**src/rtl/loader_pkg.sv**
```systemverilog
// Shared definitions for the program loader: FSM state encoding and
// stream framing constants.
package loader_pkg;

  // Loader FSM states.
  typedef enum logic [2:0] {
    ST_IDLE = 3'd0,
    ST_HDR0 = 3'd1,
    ST_HDR1 = 3'd2,
    ST_DATA = 3'd3,
    ST_FILL = 3'd4,
    ST_HOLD = 3'd5,
    ST_DONE = 3'd6,
    ST_ERR  = 3'd7
  } loader_state_e;

  // Header length in bytes: a 16-bit little-endian word count.
  localparam int HDR_BYTES  = 2;

  // Bytes per instruction word.
  localparam int WORD_BYTES = 4;

endpackage

```
**src/rtl/byte_word_assembler.sv**
```systemverilog
// Packs a byte stream into 32-bit little-endian words. The first byte of a
// word lands in bits 7:0. word_valid is high in the cycle the final byte of
// a word is accepted, with word already holding the complete value, so the
// parent can register the memory write on that same edge.
module byte_word_assembler
  import loader_pkg::*;
(
  input  logic        clk,
  input  logic        rst,
  input  logic        clr,
  input  logic        byte_valid,
  input  logic [7:0]  byte_data,
  output logic        word_valid,
  output logic [31:0] word
);

  localparam int CW = $clog2(WORD_BYTES);
  localparam int SW = 8 * (WORD_BYTES - 1);

  logic [CW-1:0] cnt_q;
  logic [SW-1:0] sr_q;

  // The last byte completes the word without being stored.
  assign word_valid = byte_valid && (cnt_q == CW'(WORD_BYTES - 1));
  assign word       = {byte_data, sr_q};

  // Byte counter and right-shifting holder for the first three bytes.
  always_ff @(posedge clk or posedge rst) begin
    if (rst) begin
      cnt_q <= '0;
      sr_q  <= '0;
    end else if (clr) begin
      cnt_q <= '0;
      sr_q  <= '0;
    end else if (byte_valid) begin
      cnt_q <= word_valid ? '0 : cnt_q + 1'b1;
      sr_q  <= {byte_data, sr_q[SW-1:8]};
    end
  end

endmodule

```
**src/rtl/prog_loader.sv**
```systemverilog
// Program loader: reads a length-prefixed little-endian word stream into
// instruction memory, zero-fills the rest of the memory, then releases the
// CPU reset after a short hold. All outputs are registered; the output
// registers are loaded from values derived from the next state, so they
// change on the same edge as the state.
//
// Byte handshake: a byte transfers on a rising edge where byte_valid_i and
// byte_ready_o are both high; byte_ready_o depends only on loader state and
// never on byte_valid_i.
module prog_loader
  import loader_pkg::*;
#(
  parameter int IM_WORDS    = 32,
  parameter int HOLD_CYCLES = 2
) (
  input  logic          clk_i,
  input  logic          rst_i,
  input  logic          start_i,
  input  logic          byte_valid_i,
  input  logic [7:0]    byte_data_i,
  output logic          byte_ready_o,
  output logic          im_we_o,
  output logic [31:0]   im_addr_o,
  output logic [31:0]   im_wdata_o,
  output logic          cpu_rst_n_o,
  output logic          busy_o,
  output logic          done_o,
  output logic          err_o,
  output loader_state_e state_o
);

  // idx carries one extra bit so that N = IM_WORDS fits.
  localparam int IW = $clog2(IM_WORDS) + 1;
  localparam int HW = $clog2(HOLD_CYCLES + 1) + 1;

  loader_state_e state_q, state_n;
  logic [IW-1:0] idx_q, idx_n;
  logic [HW-1:0] hold_q, hold_n;
  logic [15:0]   n_q, n_n;
  logic [7:0]    n_lo_q, n_lo_n;

  logic          we_n, ready_n, busy_n, done_n, err_n, cpu_rst_n_n;
  logic [31:0]   addr_n, wdata_n;

  logic          accept, start_go, asm_valid, word_valid;
  logic [31:0]   word;
  logic [15:0]   hdr_n;

  assign accept    = byte_valid_i && byte_ready_o;
  assign start_go  = start_i && (state_q inside {ST_IDLE, ST_DONE, ST_ERR});
  assign asm_valid = accept && (state_q == ST_DATA);
  assign hdr_n     = {byte_data_i, n_lo_q};
  assign state_o   = state_q;

  byte_word_assembler u_asm (
    .clk        (clk_i),
    .rst        (rst_i),
    .clr        (start_go),
    .byte_valid (asm_valid),
    .byte_data  (byte_data_i),
    .word_valid (word_valid),
    .word       (word)
  );

  // Next-state, counters and next output values.
  always_comb begin
    state_n = state_q;
    idx_n   = idx_q;
    hold_n  = hold_q;
    n_n     = n_q;
    n_lo_n  = n_lo_q;
    we_n    = 1'b0;
    addr_n  = im_addr_o;
    wdata_n = im_wdata_o;

    case (state_q)
      ST_IDLE, ST_DONE, ST_ERR: begin
        if (start_i) begin
          state_n = ST_HDR0;
          idx_n   = '0;
          hold_n  = '0;
        end
      end
      ST_HDR0: begin
        if (accept) begin
          n_lo_n  = byte_data_i;
          state_n = ST_HDR1;
        end
      end
      ST_HDR1: begin
        if (accept) begin
          n_n   = hdr_n;
          idx_n = '0;
          if (32'(hdr_n) > 32'(IM_WORDS)) begin
            state_n = ST_ERR;
          end else if (hdr_n == 16'd0) begin
            state_n = ST_FILL;
          end else begin
            state_n = ST_DATA;
          end
        end
      end
      ST_DATA: begin
        if (word_valid) begin
          we_n    = 1'b1;
          addr_n  = 32'({idx_q, 2'b00});
          wdata_n = word;
          idx_n   = idx_q + 1'b1;
          if (32'(idx_q) + 32'd1 == 32'(n_q)) begin
            // A full image leaves nothing to zero-fill.
            state_n = (32'(n_q) == 32'(IM_WORDS)) ? ST_HOLD : ST_FILL;
          end
        end
      end
      ST_FILL: begin
        // Zero words past the image so the CPU halts on the first of them.
        we_n    = 1'b1;
        addr_n  = 32'({idx_q, 2'b00});
        wdata_n = 32'd0;
        idx_n   = idx_q + 1'b1;
        if (32'(idx_q) == 32'(IM_WORDS - 1)) begin
          state_n = ST_HOLD;
        end
      end
      ST_HOLD: begin
        if (32'(hold_q) == 32'(HOLD_CYCLES)) begin
          state_n = ST_DONE;
        end else begin
          hold_n = hold_q + 1'b1;
        end
      end
      default: state_n = ST_IDLE;
    endcase

    ready_n     = state_n inside {ST_HDR0, ST_HDR1, ST_DATA};
    busy_n      = !(state_n inside {ST_IDLE, ST_DONE, ST_ERR});
    done_n      = (state_n == ST_DONE);
    err_n       = (state_n == ST_ERR);
    cpu_rst_n_n = (state_n == ST_DONE);
  end

  // State, counters and registered outputs.
  always_ff @(posedge clk_i or posedge rst_i) begin
    if (rst_i) begin
      state_q      <= ST_IDLE;
      idx_q        <= '0;
      hold_q       <= '0;
      n_q          <= '0;
      n_lo_q       <= '0;
      byte_ready_o <= 1'b0;
      im_we_o      <= 1'b0;
      im_addr_o    <= '0;
      im_wdata_o   <= '0;
      cpu_rst_n_o  <= 1'b0;
      busy_o       <= 1'b0;
      done_o       <= 1'b0;
      err_o        <= 1'b0;
    end else begin
      state_q      <= state_n;
      idx_q        <= idx_n;
      hold_q       <= hold_n;
      n_q          <= n_n;
      n_lo_q       <= n_lo_n;
      byte_ready_o <= ready_n;
      im_we_o      <= we_n;
      im_addr_o    <= addr_n;
      im_wdata_o   <= wdata_n;
      cpu_rst_n_o  <= cpu_rst_n_n;
      busy_o       <= busy_n;
      done_o       <= done_n;
      err_o        <= err_n;
    end
  end

endmodule

```
**config.mk**
```make
export PLATFORM = sky130hd
export DESIGN_NAME = prog_loader
export DESIGN_NICKNAME = d
export VERILOG_FILES = /design/src/rtl/loader_pkg.sv /design/src/rtl/byte_word_assembler.sv /design/src/rtl/prog_loader.sv
export SDC_FILE = /design/constraint.sdc
export NUM_CORES = 1
export LEC_CHECK = 0
export BUFFER_PORTS_ARGS = -buffer_cell sky130_fd_sc_hd__buf_4
export CAP_MARGIN = 0
export CORE_MARGIN = 2
export CORE_UTILIZATION = 50
export CTS_CLUSTER_DIAMETER = 30
export CTS_CLUSTER_SIZE = 8
export DETAILED_ROUTE_END_ITERATION = 7
export GPL_ROUTABILITY_DRIVEN = 0
export HOLD_SLACK_MARGIN = 0.03
export PLACE_DENSITY = 0.82
export SYNTH_ARGS = -nofsm -noshare
export SYNTH_HDL_FRONTEND = slang
export SYNTH_SLANG_ARGS = --single-unit
```
**constraint.sdc**
```tcl
create_clock -name clk_i -period 2.6 [get_ports clk_i]
set_input_delay 0 -clock clk_i [delete_from_list [all_inputs] [get_ports clk_i]]
set_output_delay 0 -clock clk_i [all_outputs]
set_load 0.1 [all_outputs]
```
==> flow_summary.json <==
{
  "worst_pin_slew_ns": 0.615,
  "grt_pass1_wl_mm": 17.7,
  "drtIter0Drc": 332,
  "synth-warning-count": 0,
  "area.growth.synth_to_final_pct": 15.8,
  "setup_viol": 0,
  "mostFrequentLayoutCells": "nand2_1, dfrtp_1, buf_4",
  "p_leak_nw": 2.88,
  "gr-usage-all-layers_pct": 21.4,
  "hp-class": "in -> reg",
  "fin_util_pct": 58.6,
  "synth_edf_count": 0,
  "fmax_mhz": 413,
  "place_ws_ns": 0.230,
  "wl_mm": 10.8,
  "drive_gt1_share_pct": 17.3,
  "hold_violations": 0,
  "cts.sinks": 105,
  "cts_max_level": 3,
  "synth_cell_types": 54,
  "crit_path_max_incr_delay_ns": 0.55,
  "dpl.cell_count": 714,
  "instances_no_fill": 739,
  "avgRoutedWirePerCell_microns": 14.6,
  "die_h_microns": 103,
  "synth_top_area_share_pct": 53.9,
  "rsz0062_at_grt": "false",
  "die_area_sq_um": 10600,
  "core_area_sq_um": 9640,
  "viasPerCell": 5.39,
  "synth_area_leaders": "dfrtp_1, nand2_1, nand3_1",
  "cts.clk_slew.worst_paths_ns": 0.10,
  "synth_top_cell_by_area": "dfrtp_1",
  "cts_buffers": 9,
  "hpwl_mm": 7.26,
  "drc": 0,
  "maxCapViolations": 0,
  "num_rows": 36,
  "ant_nets": 0,
  "synth-seq-cells": 105,
  "worst_setup_path_start_kind": "flop",
  "cts.path.max_buffers": 2,
  "grt_max_degree": 53,
  "pin_count": 85,
  "critPathKind": "reg -> reg",
  "post-route-period-util_pct": 93.1,
  "cp-end-kind": "flop",
  "synth_area_sq_um": 4880,
  "regToRegSetupSlack_ns": 0.18,
  "grt.overflow.total": 0,
  "path_buf_inv": 0,
  "crit_family": "simple AND/OR/NAND/NOR gates",
  "worstPathMaxFanout": 6,
  "max-slew-margin-rel_pct": 58.4,
  "portBuffers": 58,
  "cts-root-buf": "clkbuf_8",
  "start_util_pct": 50.6,
  "nNetsFinal": 618,
  "ys.flop_type": "dfrtp_1",
  "antenna_found_initial": 0,
  "status": "completed",
  "cts_tree": "done",
  "synthCells": 542,
  "die_x_microns": 103,
  "crit_slowest_cell": "or4_4",
  "vias": 3981,
  "ir_drop_mv": 1.03,
  "pwr_density_cell_nw_per_um2": 1130,
  "ys_seq_area_share_pct": 53.9,
  "clock_latency_ns": 0.38,
  "drtPass1Iterations": 4,
  "grt_pass1_vias": 3635,
  "synth_area_per_cell_sq_um": 9.00,
  "fin_ws_ns": 0.180,
  "clock_skew_ns": 0.0127,
  "final_common_cell": "nand2_1",
  "drv_slew": 0,
  "required_ns": 2.87,
  "cp.arrival_ns": 2.69,
  "dpl_cell_area_sq_um": 5360,
  "cp_cell_sequence": "or4_4 -> or2_1 -> nor4_1 -> o311ai_1 -> or3_1 -> and3_1",
  "synthArstFlopShare_pct": 100,
  "diodes": 0,
  "min_period_ns": 2.42,
  "design_area_sq_um": 5650
}
## cells in the mapped netlist (2+ instances only)
cell type,count
o41ai_2,2
o21a_1,2
clkbuf_1,24
a31oi_1,4
buf_4,27
nor4_1,5
or3_1,2
inv_1,9
o21ai_0,10
dfrtp_1,105
xor2_1,2
o211ai_1,2
o21ai_1,2
and4_1,2
buf_2,2
nand4_1,3
and3b_1,2
nand3b_1,2
nor3_1,7
and3_1,4
nand2b_1,4
nor2_1,12
o21bai_1,2
a21oi_1,32
mux2_2,9
a22o_1,2
xnor2_1,5
buf_1,2
nand2_1,187
nand3_1,41
ha_1,5
## stage by stage
stage               power [mW]  setup TNS, ns  hold WS [ns]
global placement          5.38              0        0.0896
finish                    6.41              0        0.0879
floorplan                 4.80        -0.0628         0.105
CTS                       6.43              0        0.0777
global route              6.66              0         0.130
detailed placement        5.43              0        0.0993
## per-layer routing
layer	track usage [%]	vias to the layer above	wire length (microns)
met3	3.73	27	685
met2	33.8	159	5240
met5	0	-	0
li1	-	1880	-
met4	7.79	0	244
met1	30.2	1915	4630
## cell families (layout without fill, tap and decap cells)
logic type | Yosys count | in the layout | share of synthesized area [%]
compound gates | 69 | 69 | 8.88
mux | 9 | 9 | 2.08
simple gates | 282 | 282 | 25.5
xor+xnor | 7 | 7 | 1.26
buf+inv | 64 | 103 | 7.06
other cells | 1 | 26 | 0.0769
fa+ha+maj | 5 | 5 | 1.28
flops | 105 | 105 | 53.9
## area by class of cell
| cell class | instances | area [sq um] |
|---|---|---|
| timing repair buffer | 78 | 621 |
| fill | 828 | 3990 |
| tap | 133 | 166 |
| inverter | 9 | 37.5 |
| sequential | 105 | 2630 |
| multi-input combinational | 398 | 2000 |
| clock buffer | 9 | 124 |
| clock inverter | 7 | 70.1 |
## flip-flops by register name, indices dropped and copies added, names as in the netlist
register	cells
im_addr_o	6
done_o	1
u_asm.cnt_q	2
idx_q	6
hold_q	3
n_lo_q	8
u_asm.sr_q	24
byte_ready_o	1
err_o	1
im_wdata_o	32
n_q	16
im_we_o	1
state_o	3
busy_o	1
## tightest hold or removal path, cell delays in order
cell,delay [ns]
buf_4,0.10
nor3_1,0.05
a31oi_1,0.12
and3_1,0.16
## worst paths after layout
path	start	to	cells after the start
worst min-delay path	start_i	busy_o$_DFF_PP0_	4
worst max register to register	n_lo_q[1]$_DFFE_PP0P_	busy_o$_DFF_PP0_	6
max in group asynchronous	rst_i	u_asm.sr_q[17]$_DFFE_PP0P_	4
worst min register to register	im_addr_o[6]$_DFFE_PP0P_	im_addr_o[6]$_DFFE_PP0P_	2
min in group asynchronous	rst_i	im_wdata_o[3]$_DFFE_PP0P_	3
worst max-delay path	n_lo_q[1]$_DFFE_PP0P_	busy_o$_DFF_PP0_	6
## power by group
part / leakage (nW) / switching, mW / total [mW] / internal (mW)
clock network: 0.0973 / 0.620 / 0.998 / 0.378
logic: 1.44 / 2.59 / 3.20 / 0.606
registers: 1.34 / 0.238 / 2.21 / 1.97
## repair_timing
item	4_1_cts	5_1_grt
resized for setup	0	0
hold endpoints to repair	56	0
hold buffers	9	0
setup buffers	0	0
(Power assumes the default switching activity.)
